[config.mk]
export PLATFORM = sky130hd
export DESIGN_NAME = cpu_sequencer
export DESIGN_NICKNAME = d
export VERILOG_FILES = /design/src/rtl/cpu_pkg.sv /design/src/rtl/cpu_sequencer_timer.sv /design/src/rtl/cpu_sequencer.sv
export SDC_FILE = /design/constraint.sdc
export NUM_CORES = 1
export LEC_CHECK = 0
export ABC_AREA = 1
export CAP_MARGIN = 25
export CORE_MARGIN = 3
export CORE_UTILIZATION = 37
export CTS_CLUSTER_DIAMETER = 80
export DETAILED_ROUTE_END_ITERATION = 16
export PLACE_DENSITY = 0.67
export SYNTH_ARGS = -nofsm -noshare
export SYNTH_HDL_FRONTEND = slang
export SYNTH_SLANG_ARGS = --single-unit
[constraint.sdc]
create_clock -name clk -period 3.5 [get_ports clk]
set_clock_uncertainty 0.1 [all_clocks]
set_input_delay 0.35 -clock clk [delete_from_list [all_inputs] [get_ports clk]]
set_output_delay 0.35 -clock clk [all_outputs]
set_load 0.005 [all_outputs]
[src/rtl/cpu_pkg.sv]
// Shared definitions for the multi-cycle CPU control sequencer.
package cpu_pkg;

  typedef logic [2:0] state_t;

  localparam state_t ST_IDLE      = 3'd0;
  localparam state_t ST_FETCH     = 3'd1;
  localparam state_t ST_DECODE    = 3'd2;
  localparam state_t ST_EXECUTE   = 3'd3;
  localparam state_t ST_WRITEBACK = 3'd4;
  localparam state_t ST_HALTED    = 3'd5;
  localparam state_t ST_FAULT     = 3'd6;

  localparam logic [2:0] HALT_OP_DEFAULT = 3'b111;

  localparam int unsigned OPC_MSB = 7;
  localparam int unsigned OPC_LSB = 5;

endpackage

[src/rtl/cpu_sequencer_timer.sv]
// Loadable down-counter with terminal-count flag, used for fetch timeout and execute length.
module seq_timer #(
  parameter int unsigned W = 8
) (
  input  logic         clk,
  input  logic         rst_n,
  input  logic         load,
  input  logic         en,
  input  logic [W-1:0] load_val,
  output logic         tc
);

  logic [W-1:0] count_q, count_d;

  always_comb begin
    count_d = count_q;
    if (load) begin
      count_d = load_val;
    end else if (en && (count_q != '0)) begin
      count_d = count_q - W'(1);
    end
  end

  always_ff @(posedge clk or negedge rst_n) begin
    if (!rst_n) begin
      count_q <= '0;
    end else begin
      count_q <= count_d;
    end
  end

  assign tc = (count_q == '0);

endmodule

[src/rtl/cpu_sequencer.sv]
// Fetch/decode/execute/writeback control sequencer gating PC, IR and register-file writes.
module cpu_sequencer
  import cpu_pkg::*;
#(
  parameter logic [2:0]  HALT_OP       = HALT_OP_DEFAULT,
  parameter int unsigned FETCH_TIMEOUT = 8,
  parameter int unsigned EXEC_CYCLES   = 1,
  parameter int unsigned CNT_W         = 16
) (
  input  logic             clk,
  input  logic             rst,
  input  logic             run,
  input  logic             step,
  input  logic             clear,
  input  logic [2:0]       opcode,
  input  logic             ctrl_reg_write,
  input  logic             imem_ack,
  output logic             imem_req,
  output logic             ir_load,
  output logic             pc_en,
  output logic             rf_we,
  output logic             busy,
  output logic             halted,
  output logic             fault,
  output logic [2:0]       state_o,
  output logic [CNT_W-1:0] retired
);

  localparam logic [7:0] FETCH_LOAD = 8'(FETCH_TIMEOUT - 1);
  localparam logic [3:0] EXEC_LOAD  = 4'(EXEC_CYCLES - 1);

  state_t           state_q, state_d;
  logic             single_q, single_d;
  logic [CNT_W-1:0] retired_q, retired_d;
  logic             fetch_tc, exec_tc;

  // Timers reload whenever outside their state, so each entry starts a fresh count.
  seq_timer #(.W(8)) u_fetch_timer (
    .clk      (clk),
    .rst_n    (rst),
    .load     (state_q != ST_FETCH),
    .en       ((state_q == ST_FETCH) && !imem_ack),
    .load_val (FETCH_LOAD),
    .tc       (fetch_tc)
  );

  seq_timer #(.W(4)) u_exec_timer (
    .clk      (clk),
    .rst_n    (rst),
    .load     (state_q != ST_EXECUTE),
    .en       (state_q == ST_EXECUTE),
    .load_val (EXEC_LOAD),
    .tc       (exec_tc)
  );

  always_comb begin
    state_d   = state_q;
    single_d  = single_q;
    retired_d = retired_q;
    case (state_q)
      ST_IDLE: begin
        if (run) begin
          state_d  = ST_FETCH;
          single_d = 1'b0;
        end else if (step) begin
          state_d  = ST_FETCH;
          single_d = 1'b1;
        end
      end
      ST_FETCH: begin
        if (imem_ack)      state_d = ST_DECODE;
        else if (fetch_tc) state_d = ST_FAULT;
      end
      ST_DECODE:  state_d = (opcode == HALT_OP) ? ST_HALTED : ST_EXECUTE;
      ST_EXECUTE: if (exec_tc) state_d = ST_WRITEBACK;
      ST_WRITEBACK: begin
        if (retired_q != '1) retired_d = retired_q + CNT_W'(1);
        state_d = (single_q || !run) ? ST_IDLE : ST_FETCH;
      end
      ST_HALTED, ST_FAULT: if (clear) state_d = ST_IDLE;
      default: state_d = ST_IDLE;
    endcase
  end

  always_ff @(posedge clk or negedge rst) begin
    if (!rst) begin
      state_q   <= ST_IDLE;
      single_q  <= 1'b0;
      retired_q <= '0;
    end else begin
      state_q   <= state_d;
      single_q  <= single_d;
      retired_q <= retired_d;
    end
  end

  assign imem_req = (state_q == ST_FETCH);
  assign ir_load  = (state_q == ST_FETCH) && imem_ack;
  assign pc_en    = (state_q == ST_WRITEBACK);
  assign rf_we    = (state_q == ST_WRITEBACK) && ctrl_reg_write;
  assign busy     = (state_q == ST_FETCH) || (state_q == ST_DECODE) ||
                    (state_q == ST_EXECUTE) || (state_q == ST_WRITEBACK);
  assign halted   = (state_q == ST_HALTED);
  assign fault    = (state_q == ST_FAULT);
  assign state_o  = state_q;
  assign retired  = retired_q;

endmodule
==> qor.yml <==
status: "complete, no violations"
utilization_pct: 49.4
seq_area_frac_synth_pct: 39.3
synth_area_um2: 2040
timing.critical_path.from_type: "flip-flop"
post_cts_buffers: 0
port_buffers: 35
tritoncts: "built"
area_delta_synth_final_pct: 26.0
max_slew_margin_pct: 61.4
worstPathArrival_ns: 1.98
powerDensity_nw_per_um2: 533
final.period_utilization_pct: 69.3
grtUsageTotal_pct: 16.0
max-clock-path-buffers: 2
drtAntennaViolNets: 0
syn-mean-instance-area_um2: 6.96
crit_type: "flip-flop to output pin"
grt_overflow: 0
start_util_pct: 39.2
gp_congestion: 0.821
fp.dieH_um: 80.2
worstHoldPathType: "input pin to asynchronous set/reset pin"
clock-sinks: 32
crit_fanout: 10
setup_violations: 0
nets: 346
clkLatencyLatePin_ns: 0.29
rows: 26
peakVddDrop_v: 0.000338
wl_per_cell_um: 11.4
io_pins: 36
die_w_um: 80.2
final_cells: 403
hold_viol: 0
yosysUniqueCellTypes: 23
wl_mm: 4.59
design.core.area_um2: 5200
drv_cap: 0
grt_first_pass_wirelength_mm: 8.07
drcViolationCount: 0
synth_nets: 307
dp_hpwl_mm: 3.37
drv_slew: 0
end_kind: "output pin"
grt_max_degree: 33
drt_iter0_markers: 91
cts.repair.resized: 0
synth_seq_cells: 32
finalWorstSetupSlack_ns: 1.07
cts-root-buf: "clkbuf_8"
post-route-min-period_ns: 2.43
drive_above_1_share_pct: 6.61
grt_pass1_vias: 1843
tightestPinTransition_ns: 0.578
antenna_cells: 0
required_ns: 3.05
clkTransAtPathRegs_ns: 0.07
cts_max_level: 2
finalSetupTns_ns: 0
fmax_ghz: 0.412
r2r-start: "retired[0]"
setup.worst_path.start: "state_o[0]"
rsz0062_at_grt: "no"
pre_cts_ws_ns: 1.41
numCtsBuffers: 5
antenna_found_initial: 0
syn_inst: 293
p_leak_nw: 1.23
via_per_inst: 4.77
first_pass_iters: 4
dpl.cell_count: 395
cts_hold_buf: 0
via_count: 1924
dieArea_um2: 6440
yosysWarnings: 0
==> cell families (layout without fill, tap and decap cells) <==
family | after synthesis | in the layout | synth area share [%]
AOI/OAI and AO/OA | 21 | 21 | 5.64
buffers and inverters | 38 | 78 | 8.28
DFF | 32 | 32 | 39.3
and+or+nand+nor | 189 | 189 | 40.5
adders and majority gates | 4 | 4 | 2.45
xor gates and xnor gates | 9 | 9 | 3.87
==> critical path, stage by stage (launching register included) <==
cell,delay (ns)
dfrtp_1,0.54
inv_1,0.16
nor3_4,0.40
clkdlybuf4s50_1,0.59
==> flip-flops by register name, summed over array words and instances (netlist names) <==
name	count
single_q	1
u_fetch_timer.count_q	8
retired	16
u_exec_timer.count_q	4
state_o	3
==> power by group <==
part           internal [W]  total (W)  leakage, nW  switching, W
sequential         0.000415   0.000491        0.421     0.0000756
clock              0.000251   0.000398       0.0645      0.000147
combinational      0.000216   0.000480        0.749      0.000264
==> metrics by stage <==
stage	total power (W)	instance area, µm²	hold WS [ns]
4_1_cts	0.00139	2570	0.383
6_report	0.00137	2570	0.364
5_1_grt	0.00147	2570	0.407
3_5_place_dp	0.000979	2440	0.398
2_1_floorplan	0.000798	2040	-0.0456
3_3_place_gp	0.000976	2440	0.383
==> path summary, 6_finish.rpt <==
| check | endpoint | slack (ns) | cells past startpoint |
|---|---|---|---|
| hold reg to reg | u_fetch_timer.count_q[1] | 0.41 | 2 |
| min in group clk | u_fetch_timer.count_q[1] | 0.41 | 2 |
| hold / removal | retired[3] | 0.36 | 2 |
| max in group asynchronous | u_fetch_timer.count_q[4] | 2.64 | 2 |
| setup reg to reg | retired[2] | 1.51 | 6 |
| setup / recovery | imem_req | 1.07 | 3 |
==> cells in the mapped netlist <==
master / instances / area share (%)
nand4_1: 9 / 2.8
xnor2_1: 7 / 3.0
nand2_2: 1 / 0.31
nor2_4: 5 / 2.8
nand2_1: 113 / 21
o21bai_1: 1 / 0.37
a32oi_1: 1 / 0.43
nand2_4: 1 / 0.55
nor3_1: 2 / 0.49
o21ai_0: 16 / 3.9
o21ai_2: 1 / 0.43
buf_6: 3 / 1.7
ha_1: 4 / 2.5
nor2_2: 1 / 0.31
nor2_1: 33 / 6.1
inv_1: 31 / 5.7
nand3_1: 23 / 5.6
inv_2: 3 / 0.55
a21oi_1: 2 / 0.49
xor2_1: 2 / 0.86
dfrtp_1: 32 / 39
nor3_4: 1 / 0.80
buf_4: 1 / 0.37
==> placed cells by master (no fill, tap or decap) <==
| cell | Yosys | routed |
|---|---|---|
| nor2_4 | 5 | 5 |
| xnor2_1 | 7 | 7 |
| nor2_2 | 1 | 1 |
| a21oi_1 | 2 | 2 |
| bufinv_16 | 0 | 1 |
| clkbuf_8 | 0 | 7 |
| buf_4 | 1 | 1 |
| inv_2 | 3 | 3 |
| inv_1 | 31 | 31 |
| nand2_1 | 113 | 113 |
| a32oi_1 | 1 | 1 |
| nand2_4 | 1 | 1 |
| xor2_1 | 2 | 2 |
| nor2_1 | 33 | 33 |
| nor3_1 | 2 | 2 |
| dfrtp_1 | 32 | 32 |
| nand3_1 | 23 | 23 |
| nand4_1 | 9 | 9 |
| o21ai_2 | 1 | 1 |
| nor3_4 | 1 | 1 |
| o21bai_1 | 1 | 1 |
| nand2_2 | 1 | 1 |
| clkdlybuf4s50_1 | 0 | 35 |
| o21ai_0 | 16 | 16 |
| ha_1 | 4 | 4 |
==> area by class of cell <==
cell class              instances  area, µm²
well taps                      70       87.6
clock buffers                   7       96.3
clock inverters                 1       30.0
inverters                      34        128
repair buffers                 36        358
flip-flops and latches         32        801
multi-input cells             223       1070
fillers                       539       2640
==> per-layer routing <==
layer | vias up | global-route usage (%) | routed length, µm
li1 | 1001 | - | -
met1 | 859 | 20.0 | 2130
met2 | 54 | 25.8 | 2120
met3 | 10 | 4.93 | 241
met4 | 0 | 6.08 | 87
met5 | - | 0 | 0
No activity file was read; power rests on OpenSTA's default activity.
